**src/rtl/multicycle_controller.sv**
```systemverilog
// Multicycle MIPS control FSM: sequences fetch/decode/execute/memory/writeback over a shared memory and ALU.
// Optional feature: define MC_BNE_EN to decode bne (op 000101) through the branch-execute state.
module multicycle_controller (
    input  logic       clk,
    input  logic       reset,
    input  logic [5:0] op,
    input  logic [5:0] funct,
    input  logic       zero,
    input  logic       memready,
    output logic       iord,
    output logic       memwrite,
    output logic       irwrite,
    output logic       regdst,
    output logic       memtoreg,
    output logic       regwrite,
    output logic       alusrca,
    output logic [1:0] alusrcb,
    output logic [1:0] pcsrc,
    output logic       pcen,
    output logic [2:0] alucontrol,
    output logic       illegal_op,
    output logic [3:0] state
);

    localparam logic [5:0] OP_LW   = 6'b100011;
    localparam logic [5:0] OP_SW   = 6'b101011;
    localparam logic [5:0] OP_RTYP = 6'b000000;
    localparam logic [5:0] OP_BEQ  = 6'b000100;
    localparam logic [5:0] OP_ADDI = 6'b001000;
    localparam logic [5:0] OP_J    = 6'b000010;
`ifdef MC_BNE_EN
    localparam logic [5:0] OP_BNE  = 6'b000101;
`endif

    typedef enum logic [3:0] {
        FETCH   = 4'd0,
        DECODE  = 4'd1,
        MEMADR  = 4'd2,
        MEMRD   = 4'd3,
        MEMWB   = 4'd4,
        MEMWR   = 4'd5,
        RTYPEEX = 4'd6,
        RTYPEWB = 4'd7,
        BEQEX   = 4'd8,
        ADDIEX  = 4'd9,
        ADDIWB  = 4'd10,
        JEX     = 4'd11
    } state_t;

    typedef enum logic [1:0] {
        ALU_ADD   = 2'd0,
        ALU_SUB   = 2'd1,
        ALU_FUNCT = 2'd2
    } aluop_t;

    typedef struct packed {
        logic       iord;
        logic       memwrite;
        logic       regdst;
        logic       memtoreg;
        logic       regwrite;
        logic       alusrca;
        logic [1:0] alusrcb;
        logic [1:0] pcsrc;
        logic       fetch;
        logic       pcwrite;
        logic       branch;
        aluop_t     aluop;
    } ctrl_t;

    // State-only control word; the registered copy is loaded with the value for the state being entered.
    function automatic ctrl_t moore_ctrl(input state_t s);
        ctrl_t c;
        c       = '0;
        c.aluop = ALU_ADD;
        case (s)
            FETCH:   begin c.alusrcb = 2'b01; c.fetch = 1'b1; end
            DECODE:  c.alusrcb = 2'b11;
            MEMADR:  begin c.alusrca = 1'b1; c.alusrcb = 2'b10; end
            MEMRD:   c.iord = 1'b1;
            MEMWB:   begin c.memtoreg = 1'b1; c.regwrite = 1'b1; end
            MEMWR:   begin c.iord = 1'b1; c.memwrite = 1'b1; end
            RTYPEEX: begin c.alusrca = 1'b1; c.aluop = ALU_FUNCT; end
            RTYPEWB: begin c.regdst = 1'b1; c.regwrite = 1'b1; end
            BEQEX:   begin c.alusrca = 1'b1; c.aluop = ALU_SUB; c.pcsrc = 2'b01; c.branch = 1'b1; end
            ADDIEX:  begin c.alusrca = 1'b1; c.alusrcb = 2'b10; end
            ADDIWB:  c.regwrite = 1'b1;
            JEX:     begin c.pcsrc = 2'b10; c.pcwrite = 1'b1; end
            default: c = '0;
        endcase
        return c;
    endfunction

    state_t r_state;
    ctrl_t  r_ctrl;
    state_t w_next;
    logic   w_op_legal;
    ctrl_t  w_ctrl;
    logic   w_taken;

    always_comb begin
        w_op_legal = 1'b1;
        case (op)
            OP_LW, OP_SW, OP_RTYP, OP_BEQ, OP_ADDI, OP_J: w_op_legal = 1'b1;
`ifdef MC_BNE_EN
            OP_BNE:  w_op_legal = 1'b1;
`endif
            default: w_op_legal = 1'b0;
        endcase
    end

    always_comb begin
        w_next = FETCH;
        case (r_state)
            FETCH:   w_next = memready ? DECODE : FETCH;
            DECODE: begin
                case (op)
                    OP_LW, OP_SW: w_next = MEMADR;
                    OP_RTYP:      w_next = RTYPEEX;
                    OP_BEQ:       w_next = BEQEX;
                    OP_ADDI:      w_next = ADDIEX;
                    OP_J:         w_next = JEX;
`ifdef MC_BNE_EN
                    OP_BNE:       w_next = BEQEX;
`endif
                    default:      w_next = FETCH;
                endcase
            end
            MEMADR:  w_next = (op == OP_LW) ? MEMRD : MEMWR;
            MEMRD:   w_next = memready ? MEMWB : MEMRD;
            MEMWR:   w_next = memready ? FETCH : MEMWR;
            RTYPEEX: w_next = RTYPEWB;
            ADDIEX:  w_next = ADDIWB;
            default: w_next = FETCH;
        endcase
    end

    always_ff @(posedge clk) begin
        if (reset) begin
            r_state <= FETCH;
            r_ctrl  <= moore_ctrl(FETCH);
        end else begin
            r_state <= w_next;
            r_ctrl  <= moore_ctrl(w_next);
        end
    end

    // Reset overrides the registered word so the reset cycle itself never strobes.
    always_comb begin
        w_ctrl = reset ? moore_ctrl(FETCH) : r_ctrl;
`ifdef MC_BNE_EN
        w_taken = (op == OP_BNE) ? ~zero : zero;
`else
        w_taken = zero;
`endif
    end

    always_comb begin
        iord       = w_ctrl.iord;
        memwrite   = w_ctrl.memwrite;
        regdst     = w_ctrl.regdst;
        memtoreg   = w_ctrl.memtoreg;
        regwrite   = w_ctrl.regwrite;
        alusrca    = w_ctrl.alusrca;
        alusrcb    = w_ctrl.alusrcb;
        pcsrc      = w_ctrl.pcsrc;
        irwrite    = ~reset & w_ctrl.fetch & memready;
        pcen       = ~reset & ((w_ctrl.fetch & memready) | w_ctrl.pcwrite | (w_ctrl.branch & w_taken));
        illegal_op = ~reset & (r_state == DECODE) & ~w_op_legal;
        state      = reset ? 4'd0 : r_state;
        alucontrol = 3'b010;
        case (w_ctrl.aluop)
            ALU_SUB: alucontrol = 3'b110;
            ALU_FUNCT: begin
                case (funct)
                    6'b100010: alucontrol = 3'b110;
                    6'b100100: alucontrol = 3'b000;
                    6'b100101: alucontrol = 3'b001;
                    6'b101010: alucontrol = 3'b111;
                    default:   alucontrol = 3'b010;
                endcase
            end
            default: alucontrol = 3'b010;
        endcase
    end

endmodule

```
**config.mk**
```make
export PLATFORM = sky130hd
export DESIGN_NAME = multicycle_controller
export DESIGN_NICKNAME = d
export VERILOG_FILES = /design/src/rtl/multicycle_controller.sv
export SDC_FILE = /design/constraint.sdc
export NUM_CORES = 1
export LEC_CHECK = 0
export ABC_AREA = 1
export BUFFER_PORTS_ARGS = -buffer_cell sky130_fd_sc_hd__buf_2
export CAP_MARGIN = 30
export CORE_ASPECT_RATIO = 1.25
export CORE_MARGIN = 2
export CORE_UTILIZATION = 45
export CTS_BUF_LIST = sky130_fd_sc_hd__clkbuf_8
export CTS_CLUSTER_SIZE = 25
export DETAILED_ROUTE_END_ITERATION = 6
export PLACE_DENSITY = 0.73
export SLEW_MARGIN = 20
export SYNTH_ARGS = -nofsm -noshare
export SYNTH_HDL_FRONTEND = slang
export SYNTH_SLANG_ARGS = --single-unit
export TNS_END_PERCENT = 100
```
**constraint.sdc**
```tcl
create_clock -name clk -period 2.4 [get_ports clk]
set_input_delay 0.12 -clock clk [delete_from_list [all_inputs] [get_ports clk]]
set_output_delay 0.12 -clock clk [all_outputs]
set_load 0.1 [all_outputs]
```
==> results of run 1 <==
-- how the worst max path moves through the flow --
stage | from | endpoint | slack (ns) | cells after the start
floorplan | r_state[0] | illegal_op | -0.1 | 4
detailed placement | reset | alucontrol[2] | 0.72 | 9
global placement | reset | alucontrol[2] | 0.78 | 9
CTS | r_ctrl[1] | alucontrol[2] | 0.55 | 7
global route | r_ctrl[1] | alucontrol[2] | 0.46 | 7
finish | r_ctrl[1] | alucontrol[2] | 0.57 | 7
-- cells in the mapped netlist --
| library cell | number | share of area, % |
|---|---|---|
| sky130_fd_sc_hd__clkbuf_1 | 3 | 1.1 |
| sky130_fd_sc_hd__nand3b_1 | 1 | 0.71 |
| sky130_fd_sc_hd__nand2_2 | 4 | 2.4 |
| sky130_fd_sc_hd__o21a_1 | 1 | 0.71 |
| sky130_fd_sc_hd__a31oi_1 | 2 | 1.2 |
| sky130_fd_sc_hd__nand3_2 | 1 | 0.94 |
| sky130_fd_sc_hd__nor2_1 | 40 | 14 |
| sky130_fd_sc_hd__a41oi_1 | 1 | 0.82 |
| sky130_fd_sc_hd__a21oi_2 | 2 | 1.6 |
| sky130_fd_sc_hd__dfxtp_1 | 17 | 32 |
| sky130_fd_sc_hd__inv_1 | 32 | 11 |
| sky130_fd_sc_hd__o21ba_2 | 1 | 0.94 |
| sky130_fd_sc_hd__nor3_1 | 2 | 0.94 |
| sky130_fd_sc_hd__nor4_1 | 2 | 1.2 |
| sky130_fd_sc_hd__or3_1 | 1 | 0.59 |
| sky130_fd_sc_hd__nand2_1 | 30 | 11 |
| sky130_fd_sc_hd__ha_1 | 2 | 2.4 |
| sky130_fd_sc_hd__nor2_2 | 7 | 4.1 |
| sky130_fd_sc_hd__clkinv_2 | 1 | 0.47 |
| sky130_fd_sc_hd__or2_2 | 3 | 1.8 |
| sky130_fd_sc_hd__nand2_4 | 1 | 1.1 |
| sky130_fd_sc_hd__inv_2 | 2 | 0.71 |
| sky130_fd_sc_hd__a21oi_1 | 2 | 0.94 |
| sky130_fd_sc_hd__o21ai_1 | 1 | 0.47 |
| sky130_fd_sc_hd__nand3_1 | 15 | 7.1 |
-- kinds of logic after synthesis --
kind of cell | share of synthesized area (%)
AO/OA/AOI/OAI | 6.71
adder cells (fa/ha/maj) | 2.35
buffers and inverters | 13.5
flip-flops | 32.0
AND/OR/NAND/NOR | 45.4
-- cell type report --
type	instances	area, um2
timing repair buffer	36	183
fill	222	881
multi-input combinational	119	591
tap	31	38.8
clock inverter	1	3.75
inverter	35	133
clock buffer	3	41.3
sequential	17	340
-- critical path, cell delays in order (launching register included) --
cell,delay [ns]
sky130_fd_sc_hd__dfxtp_1,0.30
sky130_fd_sc_hd__nand2_1,0.07
sky130_fd_sc_hd__inv_1,0.06
sky130_fd_sc_hd__ha_1,0.13
sky130_fd_sc_hd__inv_1,0.07
sky130_fd_sc_hd__nor4_1,0.26
sky130_fd_sc_hd__o21ba_2,0.16
sky130_fd_sc_hd__buf_2,0.41
-- power groups by stage --
stage | logic [mW] | clock network (mW) | registers (mW)
after floorplan | 0.0893 | 0 | 0.296
after global placement | 0.117 | 0 | 0.296
after detailed placement | 0.120 | 0 | 0.297
after CTS | 0.120 | 0.211 | 0.290
after global routing | 0.131 | 0.218 | 0.291
final | 0.120 | 0.201 | 0.290
-- through the flow --
step / instances / setup slack (ns)
floorplan: 174 / -0.0964
global placement: 238 / 0.782
detailed placement: 238 / 0.721
CTS: 242 / 0.552
global route: 242 / 0.457
finish: 242 / 0.573
-- state kept, by name, summed over array words and instances, names as in the netlist --
register	cells
r_ctrl	13
r_state	4
-- per-layer routing --
layer,up-vias,wire [um]
met5,-,0
met2,42,1110
met4,0,76
met3,7,119
met1,488,949
li1,605,-
==> results.md, run 1 <==
- The routed design could run at a clock period as short as around 1.8 ns.
- The destination of the worst register-to-register timing path is r_ctrl[9].
- In this run the most used layer during global routing was met2.
- The worst hold path passes through 3 cells.
- Setup total negative slack on the finished layout was measured at 0 ns.
- The vertical die dimension is between 50 and 60 um.
- The maximum frequency from static timing analysis is 0.547 GHz.
- The die covers approximately 2800 um2.
- The final total power is a little over 0.6 mW.
- The run finished with clean final reports.
- The detailed-route wire length per cell is slightly above 9 um.
- Global routing consumed, over all layers together, approximately 18% of the routing resources.
- TritonCTS built the clock tree.
- The mean area per synthesized cell is around 6 um2.
- Setup violations remaining at the end of the flow were counted as 0.
- The startpoint of the lowest-slack hold path is reset.
- The most frequent standard cell in the layout excluding fill and tap cells is sky130_fd_sc_hd__nor2_1.
- The kind of capture point of the worst setup path is an output port.
- After clock tree synthesis, the repair step resized 0 gates.
- The top cell types in the final layout, fill and taps aside, are 40 x sky130_fd_sc_hd__nor2_1, 35 x sky130_fd_sc_hd__buf_2, 33 x sky130_fd_sc_hd__inv_1.
- The initial antenna violation count is 0.
- The max-slew violation count came to 0.
- The initial utilization of the core area, before any placement, comes to between 40% and 50%.
- Cells fill ~60% of the core in the end.
- For met2 alone, demand over resource in global routing was between 30% and 40%.
- The total number of yosys warnings is 0.
- In this run the cell area of the synthesized design comes to approximately 1100 um2.
- The ratio of total power to cell area is roughly 460 nW/um2.
- In the synthesized netlist, the number of instances is roughly 170.
- The total placed instance area is approximately 1300 um2.
- The worst endpoint required time is about 2.3 ns.
- The synthesized net count is approximately 190.
- The count of antenna diodes in the layout is 0.
- Between clock sinks in the finished design, the worst skew comes to 0.00117 ns.
- In this run the critical register-to-register path is launched from r_state[1].
- Synthesis inferred 17 register bits.
- The start-to-end type of the worst setup path is flop to output port.
- The placed wire-length estimate after detailed placement is 1.83 mm.
- The portion of total power attributed to sequential cells is about 48%.
- The largest net degree at the start of global routing is 30.
- TritonCTS created 3 clock buffers.
- In this run the worst hold path is classified as input pin to flop.
- For this design, the sink count on the clock tree is 17.
- CTS built an H-tree with a depth of 1.
- The max capacitance violation total is 0.
- The number of global-route vias before repair is 1009.
- The final clock period utilization by the worst path is 76.1%.
- The number of buffers inserted by port buffering is 35.
- The layout cell share with drive strength beyond 1 is roughly 30%.
- The first global-routing pass estimated 3.64 mm of wire.
- In this run the worst path has a maximum fanout of 3.
- With fillers left out, the area of the finished cells amounts to roughly 1300 um2.
- The combinational cell fraction of total power is about a fifth.
- Summing the sequential cell areas from Yosys gives roughly 32% of the chip area.
- The hold buffer count at cts is 0.
- The final-layout worst hold slack is around 0.15 ns.
- The worst relative slew slack is slightly below 70%.
- The switching share of power is 29.3%.
- In this run the static leakage power is 0.754 nW.
- The congestion estimate from routability-driven global placement came to about 0.89.
- The clock latency of the later-clocked register in the worst-skew pair is around 0.25 ns.
- Setup repair after global routing left no endpoint under its margin.
- The worst setup path is launched from a flop.
- The clock network accounts for 32.9% of the total power.
- The clock root buffer is sky130_fd_sc_hd__clkbuf_8.
- Clock-pin slew was measured on the worst setup and hold paths at about 0.06 ns.
- The final routed wirelength across all metal layers is between 2 and 2.5 mm.
- The buffer count from post-CTS setup fixing is 0.
- The number of unique standard cell types used by synthesis is 25.
- The net count of the finished layout is 230.
- Global routing consumed, on the met1 layer, between 10% and 20% of the routing resources.
- The worst hold endpoint is r_ctrl[4].
- VDD sags by at most a little over 0.3 mV.
- The worst-case clock buffer depth is 2.
- The first-pass iteration count of the detailed router is 4.
- The global-route track usage on met3 is approximately 2.8%.
- Pin placement for this block handled 36 I/O pins.
- The antenna violation net count after detailed routing is 0.
- After floorplanning, the core was divided into 19 placement rows.
- After detailed routing, the number of vias per cell comes to approximately 4.7.
- In this run the horizontal extent of the chip is around 47 um.
- At the pin with the least slew margin, the transition time is between 0.4 and 0.5 ns.
- Global routing finished with a remaining overflow of 0.
- The setup check on the worst reg-to-reg path leaves a slack of roughly 0.91 ns.
- Detailed routing inserted a total of roughly 1100 vias.
- The total area inside the core boundary comes to about 2200 um2.
- The total DRC errors in the routed layout is 0.
- Data on the critical path arrives at its endpoint at 1.71 ns.
- The number of hold violations in the final report came to 0.
- Internal power comes to around 0.43 mW.
- The depth of the most critical reg-to-reg path is 11.
- The analysis attributes to net switching a power of between 0.15 and 0.2 mW.
- After the first detailed-routing iteration, the DRC count stood at 21.
- The area growth from synthesis to layout is 25.1%.
No activity file was read; power rests on OpenSTA's default activity.
==> run 2: changes to the inputs <==
--- a/config.mk
+++ b/config.mk
@@ -14,7 +14,7 @@
 export CTS_BUF_LIST = sky130_fd_sc_hd__clkbuf_8
 export CTS_CLUSTER_SIZE = 25
 export DETAILED_ROUTE_END_ITERATION = 6
-export PLACE_DENSITY = 0.73
+export PLACE_DENSITY = 0.76
 export SLEW_MARGIN = 20
 export SYNTH_ARGS = -nofsm -noshare
 export SYNTH_HDL_FRONTEND = slang
==> constraint.sdc (replaced) <==
create_clock -name clk -period 1.5 [get_ports clk]
set_input_delay 0.075 -clock clk [delete_from_list [all_inputs] [get_ports clk]]
set_output_delay 0.075 -clock clk [all_outputs]
set_load 0.1 [all_outputs]
==> run 2 against run 1 <==
The flow now finishes with violations (setup timing). Sequential power grew 60%. Total power rose by 66%. Utilization up 12 points. Combinational power is 93% higher. Via count is 4.8% higher. Flip-flop and latch count unchanged. Non-clock buffer count increased by 6. Critical path depth fell by 3. Largest cell class unchanged.
==> results.md, run 2 (same netlist as run 1, synthesis figures left out) <==
- The type of the most critical hold path is input pin to flop.
- The CTS tree is done.
- The max-slew violation count is 0 (unchanged).
- The met2 routing resource usage after global routing is 39.0% (+7.7 points).
- The first-pass GRT wire length is 4.12 mm (+13%).
- The leakage component of the power is 0.849 nW (+13%).
- The startpoint class of the critical path is a flop.
- The average via count per standard cell was 4.83 (+2.3%).
- The vertical die dimension is 58.4 um (unchanged).
- The flow ran to the end, but the final reports show violations.
- The max capacitance violation total came to 0 (unchanged).
- The placed wire-length estimate after detailed placement is 1.97 mm (+7.7%).
- The largest register by flop count is r_ctrl.
- The final routed wirelength across all metal layers is 2.69 mm (+19%).
- The area growth from synthesis to layout is 50.6%.
- The final worst-path setup slack is -0.0411 ns (-0.614 ns).
- The checks that failed: setup timing.
- The maximum frequency from static timing analysis is between 0.6 and 0.7 GHz.
- The worst-case clock buffer depth is 2 (unchanged).
- The number of buffers inserted by port buffering is 35 (unchanged).
- The library cell used most frequently in the layout, excluding fill and tap cells, is sky130_fd_sc_hd__nor2_1.
- The area inside the core boundary is 2210 um2 (unchanged).
- The number of setup violations in the final report is 2 (+2).
- The initial core utilization is 48.1% (unchanged).
- The net count of the finished layout is 236 (+2.6%).
- The number of global-route vias before repair came to 1070 (+6.0%).
- The clock slew seen by the registers of the worst setup and hold paths is 0.06 ns (about the same).
- The maximum clock skew at final layout was 0.00227 ns (+0.00110 ns).
- The ratio of total power to cell area is 634 nW/um2 (+38%).
- The slew at the pin closest to its max-slew limit was 0.489 ns (-0.000567 ns).
- The largest driver fanout on the critical path was 2 (-1).
- The layout cell share with drive strength beyond 1 came to 44.2% (+14 points).
- The total die area is 2770 um2 (unchanged).
- The clock root buffer is sky130_fd_sc_hd__clkbuf_8.
- The number of flip-flops under the largest register name is 13 (unchanged).
- The global-route track usage on met3 is 2.15% (-0.61 points).
- The number of levels the H-tree was split into was 1 (unchanged).
- The clock latency of the later-clocked register in the worst-skew pair came to 0.25 ns (about the same).
- The final total power was 1.02 mW (+66%).
- The hold buffer count at cts is 0 (unchanged).
- The kind of capture point of the worst setup path is an output port.
- The antenna violation net count after detailed routing is 0 (unchanged).
- The start-to-end type of the worst setup path is flop to output port.
- In the final layout, the registers with the most flip-flops are r_ctrl x13, r_state x4.
- The die boundary width is 47.5 um (unchanged).
- The final clock period utilization by the worst path is 103%.
- Leaving out fill and tap cells, the most frequent cells in the layout are 36 x sky130_fd_sc_hd__nor2_1, 29 x sky130_fd_sc_hd__buf_2, 28 x sky130_fd_sc_hd__inv_1.
- The data arrival time at the worst-slack endpoint is 1.47 ns (-0.24 ns).
- The clock sink count came to 17 (unchanged).
- The met1 track demand over resource is 20.3% (+1.2 points).
- The largest net degree at the start of global routing is 30 (unchanged).
- The total congestion overflow was 0 (unchanged).
- The first-pass iteration count of the detailed router is 4 (unchanged).
- The peak supply drop is 0.549 mV (+80%).
- The worst endpoint required time is 1.42 ns (-0.86 ns).
- The detailed router's first-iteration violation count is 26 (+24%).
- The worst relative slew slack is 67.6% (about the same).
- The initial antenna violation count is 0 (unchanged).
- Setup repair after global routing could not meet its margin everywhere.
- The number of hold violations in the final report was 0 (unchanged).
- After global routing, the most crowded layer is met2.
- The via total after detailed routing is 1197 (+4.8%).
- The total CTS buffers is 3 (unchanged).
- The number of placement rows is 19 (unchanged).
- The final-layout worst hold slack is 0.175 ns (+0.0286 ns).
- The number of primary I/O pins was 36 (unchanged).
- The count of antenna diodes in the layout is 0 (unchanged).
- The total DRC errors in the routed layout was 0 (unchanged).
- The shortest period the worst path allows is ~1.5 ns.
- The detailed-route wire length per cell was 10.9 um (+16%).
- The total track usage is 20.3% (+2.2 points).
- The global placer's final weighted congestion is 0.902 (+1.6%).
==> run 2: changes by cell type in the layout (fill, tap and decap cells not counted), sizes merged <==
cell	delta
buf	+6
==> run 2: through the flow <==
| step | util [%] | instance area (um2) | cells | worst slack, ns | TNS (ns) |
|---|---|---|---|---|---|
| floorplan | - | 1110 | 174 | -0.366 | -5.44 |
| global route | 72.4 | 1600 | 248 | -0.104 | -0.386 |
| detailed placement | 64.5 | 1430 | 242 | 0.000883 | 0 |
| CTS | 68.1 | 1510 | 246 | -0.0392 | -0.0713 |
| finish | 72.4 | 1600 | 248 | -0.0411 | -0.0809 |
| global placement | 64.5 | 1430 | 242 | 0.0309 | 0 |
==> run 2: metal layers <==
layer / wire [um] / vias up / part of all wire, %
met4: 61 / 0 / 2.3
met5: 0 / - / 0
met3: 80 / 8 / 3.0
met2: 1520 / 30 / 57
li1: - / 613 / -
met1: 1030 / 546 / 38
==> run 2: cell type report <==
class / count / area (um2)
inverters: 35 / 138
clock buffers: 3 / 41.3
repair buffers: 42 / 318
clock inverters: 1 / 3.75
well taps: 31 / 38.8
flip-flops and latches: 17 / 352
multi-input cells: 119 / 711
fillers: 186 / 609
==> run 2: path summary, 6_finish.rpt <==
| check | slack, ns | cells past startpoint | start | end |
|---|---|---|---|---|
| setup / recovery | -0.04 | 4 | r_ctrl[2] | alucontrol[1] |
| hold / removal | 0.18 | 3 | memready | r_ctrl[11] |
| setup reg to reg | 0.04 | 10 | r_state[0] | r_ctrl[9] |
| hold reg to reg | 0.62 | 3 | r_state[3] | r_ctrl[12] |
==> run 2: power by group <==
part,switching (mW),total [mW],internal (mW)
logic,0.159,0.231,0.0726
clock network,0.139,0.320,0.181
registers,0.00583,0.464,0.458
==> run 2: repair_timing <==
item	CTS	global route
gates cloned	0	0
resized for setup	12	28
pin swaps	3	8
setup buffers	0	2
endpoints found under the setup margin	5	11
==> run 2: critical path: stages (launching register included) <==
cell,delay [ns]
sky130_fd_sc_hd__dfxtp_1,0.32
sky130_fd_sc_hd__nand2_2,0.08
sky130_fd_sc_hd__ha_4,0.25
sky130_fd_sc_hd__or3_4,0.39
sky130_fd_sc_hd__buf_12,0.17
==> run 3: changes to the inputs <==
--- a/config.mk
+++ b/config.mk
@@ -5,7 +5,7 @@
 export SDC_FILE = /design/constraint.sdc
 export NUM_CORES = 1
 export LEC_CHECK = 0
-export ABC_AREA = 1
+export ABC_AREA = 0
 export BUFFER_PORTS_ARGS = -buffer_cell sky130_fd_sc_hd__buf_2
 export CAP_MARGIN = 30
 export CORE_ASPECT_RATIO = 1.25
@@ -14,7 +14,7 @@
 export CTS_BUF_LIST = sky130_fd_sc_hd__clkbuf_8
 export CTS_CLUSTER_SIZE = 25
 export DETAILED_ROUTE_END_ITERATION = 6
-export PLACE_DENSITY = 0.76
+export PLACE_DENSITY = 0.75
 export SLEW_MARGIN = 20
 export SYNTH_ARGS = -nofsm -noshare
 export SYNTH_HDL_FRONTEND = slang
==> run 3 against run 2 <==
Global-route usage is 7.0 points higher. Register-to-register slack got worse by 0.19 ns. Critical endpoint unchanged. Flip-flop and latch count unchanged. Largest cell class unchanged. Utilization up 14 points. Clock skew up 0.0083 ns. Total power increased by 5.6%. Maximum frequency decreased by 10%. Clock-buffer cell count unchanged. Non-clock buffer count up 26. Largest power group unchanged. Worst hold slack improved by 0.14 ns. Wire length grew 62%. Clock power is 8.1% higher. The flow still finishes with violations (setup timing).
==> results.md, run 3 <==
- For this run, the leading register cell type out of synthesis is sky130_fd_sc_hd__dfxtp_1.
- The hold buffer count at cts is 0 (unchanged).
- The global placer's final weighted congestion was 0.818 (-9.3%).
- The largest registers in the layout are r_ctrl x13, r_state x4.
- The internal power contribution came to 0.738 mW (+3.6%).
- The vertical die dimension is 59.2 um (+1.5%).
- In the synthesized netlist, the cells that appear most often are 18 x sky130_fd_sc_hd__nor2b_1, 17 x sky130_fd_sc_hd__dfxtp_1, 15 x sky130_fd_sc_hd__nor2_1.
- In the layout the commonest cells are 27 x sky130_fd_sc_hd__buf_2, 25 x sky130_fd_sc_hd__buf_4, 12 x sky130_fd_sc_hd__dfxtp_1.
- The number of global-route vias before repair is 1268 (+19%).
- The first-pass GRT wire length was 5.62 mm (+36%).
- The synthesized area was 1100 um2 (+3.3%).
- The flow ran to the end, but the final reports show violations.
- The share of the core filled with cells in the final layout is 86.8% (+14 points).
- The switching power of the nets came to 0.335 mW (+10%).
- The detailed-route wire length per cell was 19.1 um (+76%).
- The sequential cell area fraction in the yosys report came to 31.0% (-1.0 points).
- The via total after detailed routing is 1353 (+13%).
- The global routing stage identified its most utilized layer as met2.
- The biggest area contributor in the post-synthesis netlist is sky130_fd_sc_hd__dfxtp_1.
- The fraction of power consumed by the clock network came to 32.2% (+0.7 points).
- The data arrival time at the worst-slack endpoint is 1.64 ns (+0.17 ns).
- The startpoint class of the critical path is a flop.
- From synthesis to final layout, the design area changed by 87.9%.
- The total number of yosys warnings was 0 (unchanged).
- The slew at the pin closest to its max-slew limit came to 0.525 ns (+0.0361 ns).
- The initial core utilization was 46.2% (-1.9 points).
- The cell sitting at the root of the clock tree is a sky130_fd_sc_hd__clkbuf_8.
- The mean area per synthesized cell is 8.26 um2 (+35%).
- The worst slack at placement is -0.163 ns (-0.164 ns).
- The switching share of power is 31.2% (+1.3 points).
- The portion of total power attributed to sequential cells came to 42.6% (-3.1 points).
- The total die area came to 2850 um2 (+3.0%).
- The maximum frequency from static timing analysis was 0.583 GHz (-10%).
- The leakage component of the power is 0.870 nW (+2.4%).
- The clock slew seen by the registers of the worst setup and hold paths is 0.07 ns (about the same).
- The total congestion overflow is 0 (unchanged).
- The finished layout cell area was 2060 um2 (+29%).
- The worst relative slew slack is 64.9% (-2.7 points).
- The net count of the finished layout was 215 (-8.9%).
- The peak supply drop came to 0.661 mV (+20%).
- The worst endpoint required time is 1.42 ns (about the same).
- The largest net degree at the start of global routing is 29 (-3.3%).
- The shortest period the worst path allows came to 1.72 ns (+0.174 ns).
- The average via count per standard cell is 5.91 (+22%).
- The combinational cell fraction of total power is 25.2% (+2.4 points).
- The initial antenna violation count was 0 (unchanged).
- The number of setup violations in the final report was 9 (+7).
- The placed wire-length estimate after detailed placement is 2.32 mm (+18%).
- The checks that failed: setup timing.
- The worst setup path is captured at an output port.
- The number of primary I/O pins was 36 (unchanged).
- The first-pass iteration count of the detailed router is 4 (unchanged).
- The area inside the core boundary is 2380 um2 (+7.5%).
- The flip-flop and latch count after synthesis came to 17 (unchanged).
- The clock sink count is 17 (unchanged).
- The detailed router's first-iteration violation count is 49 (+88%).
- The final clock period utilization by the worst path is 114% (+12 points).
- The number of unique standard cell types used by synthesis is 47 (+88%).
- The final routed wirelength across all metal layers is 4.37 mm (+62%).
- The final worst-path setup slack is -0.216 ns (-0.174 ns).
- The count of flip-flops with a built-in enable after synthesis was 0 (unchanged).
- The critical path is of the flop to output port type.
- The antenna violation net count after detailed routing is 0 (unchanged).
- The total CTS buffers is 3 (unchanged).
- The number of instances in the synthesized netlist came to 133 (-24%).
- The maximum clock skew at final layout is 0.0106 ns (+0.00835 ns).
- The number of hold violations in the final report came to 0 (unchanged).
- TritonCTS built the clock tree.
- The most frequent standard cell in the layout excluding fill and tap cells is sky130_fd_sc_hd__buf_2.
- The count of antenna diodes in the layout is 0 (unchanged).
- The dominant cell by count in the synthesized netlist is sky130_fd_sc_hd__nor2b_1.
- The number of placement rows is 20 (+1).
- The synthesized net count was 151 (-21%).
- The met1 track demand over resource came to 31.6% (+11 points).
- The type of the most critical hold path is input pin to flop.
- The die boundary width is 48.2 um (+1.5%).
- The number of levels the H-tree was split into is 1 (unchanged).
- The worst-case clock buffer depth was 2 (unchanged).
- The number of buffers inserted by port buffering is 35 (unchanged).
- The fraction of synthesis flops using an asynchronous set or reset pin came to 0% (unchanged).
- The met2 routing resource usage after global routing is 48.5% (+9.5 points).
- The area fraction of the dominant cell type after synthesis came to 31.0% (-1.0 points).
- More flip-flops sit in one register than any other, and that register is r_ctrl.
- The clock latency of the later-clocked register in the worst-skew pair is 0.26 ns (about the same).
- The largest driver fanout on the critical path came to 2 (unchanged).
- The number of flip-flops under the largest register name came to 13 (unchanged).
- The max capacitance violation total was 0 (unchanged).
- The ratio of total power to cell area is 520 nW/um2 (-18%).
- Sorting the synthesized cells by area gives the leading types as sky130_fd_sc_hd__dfxtp_1 31%, sky130_fd_sc_hd__nor2b_1 10%, sky130_fd_sc_hd__nor2_1 5.1%, sky130_fd_sc_hd__o311ai_2 3.0%, sky130_fd_sc_hd__nand2b_1 2.8%.
- The total track usage is 27.4% (+7.0 points).
- The layout cell share with drive strength beyond 1 is 67.9% (+24 points).
- The total DRC errors in the routed layout is 0 (unchanged).
- The post-route setup TNS is -0.880 ns (-0.799 ns).
- The max-slew violation count is 0 (unchanged).
- The total placed instance area is 1650 um2 (+16%).
- The global-route track usage on met3 was 4.27% (+2.1 points).
- Setup repair after global routing could not meet its margin everywhere.
## run 3: cell types whose count changed after synthesis, moves of 3 or more
cell and delta:
sky130_fd_sc_hd__nand3_1 -15, sky130_fd_sc_hd__a21oi_1 +4, sky130_fd_sc_hd__nor2_1 -25, sky130_fd_sc_hd__xnor2_1 +3, sky130_fd_sc_hd__nor3_1 +3, sky130_fd_sc_hd__inv_1 -27
sky130_fd_sc_hd__nand2_1 -27, sky130_fd_sc_hd__buf_2 +4, sky130_fd_sc_hd__nor3b_1 +4, sky130_fd_sc_hd__nor2b_1 +18, sky130_fd_sc_hd__nor2_2 -7, sky130_fd_sc_hd__nand2_2 -4
sky130_fd_sc_hd__nand2b_1 +5
## run 3: power groups by stage
stage,registers (mW),clock network [mW],logic [mW]
2_1_floorplan,0.469,0,0.147
3_3_place_gp,0.471,0,0.215
3_5_place_dp,0.471,0,0.221
4_1_cts,0.458,0.329,0.237
5_1_grt,0.457,0.355,0.282
6_report,0.457,0.346,0.270
## run 3: critical path, stage by stage (launching register included)
cell and delay, ns:
sky130_fd_sc_hd__dfxtp_2 0.34, sky130_fd_sc_hd__nand2b_4 0.09, sky130_fd_sc_hd__inv_2 0.05, sky130_fd_sc_hd__ha_2 0.19, sky130_fd_sc_hd__a31oi_4 0.15, sky130_fd_sc_hd__or3b_4 0.41, sky130_fd_sc_hd__buf_12 0.17
## run 3: metrics by stage
stage          hold slack, ns  instances  power [mW]
2_1_floorplan           0.285        133       0.616
3_3_place_gp            0.562        217       0.686
3_5_place_dp            0.572        217       0.692
4_1_cts                 0.310        226        1.02
5_1_grt                 0.344        229        1.09
6_report                0.318        229        1.07
## run 3: path summary, 6_finish.rpt
kind | cells after the start | end | start | slack [ns]
max | 6 | alucontrol[1] | r_ctrl[2] | -0.22
min | 5 | r_ctrl[1] | op[4] | 0.32
max reg2reg | 7 | r_ctrl[9] | r_state[2] | -0.15
min reg2reg | 2 | r_ctrl[8] | r_state[0] | 0.68
## run 3: kinds of logic (layout without fill, tap and decap cells)
logic type | Yosys count | after routing | share of synthesized area (%)
buffers and inverters | 14 | 77 | 5.58
and+or+nand+nor | 71 | 71 | 40.0
AOI/OAI and AO/OA | 26 | 26 | 18.8
DFF | 17 | 17 | 31.0
adders and majority gates | 2 | 2 | 2.28
xor gates and xnor gates | 3 | 3 | 2.39
## run 3: layout make-up
type	instances	area, um2
multi-input cells	102	1020
repair buffers	68	582
flip-flops and latches	17	357
fillers	103	313
clock buffers	3	41.3
well taps	33	41.3
inverters	5	18.8
clock inverters	1	3.75
## run 3: per-layer routing
| metal | part of all wire [%] | vias to the layer above |
|---|---|---|
| li1 | - | 597 |
| met1 | 37 | 670 |
| met2 | 54 | 67 |
| met3 | 5.0 | 19 |
| met4 | 3.7 | 0 |
| met5 | 0 | - |
## run 3: what timing repair did
item,4_1_cts,5_1_grt
gates cloned,0,0
setup buffers,5,3
gates resized for setup,38,22
pin swaps,12,9
endpoints found under the setup margin,17,18
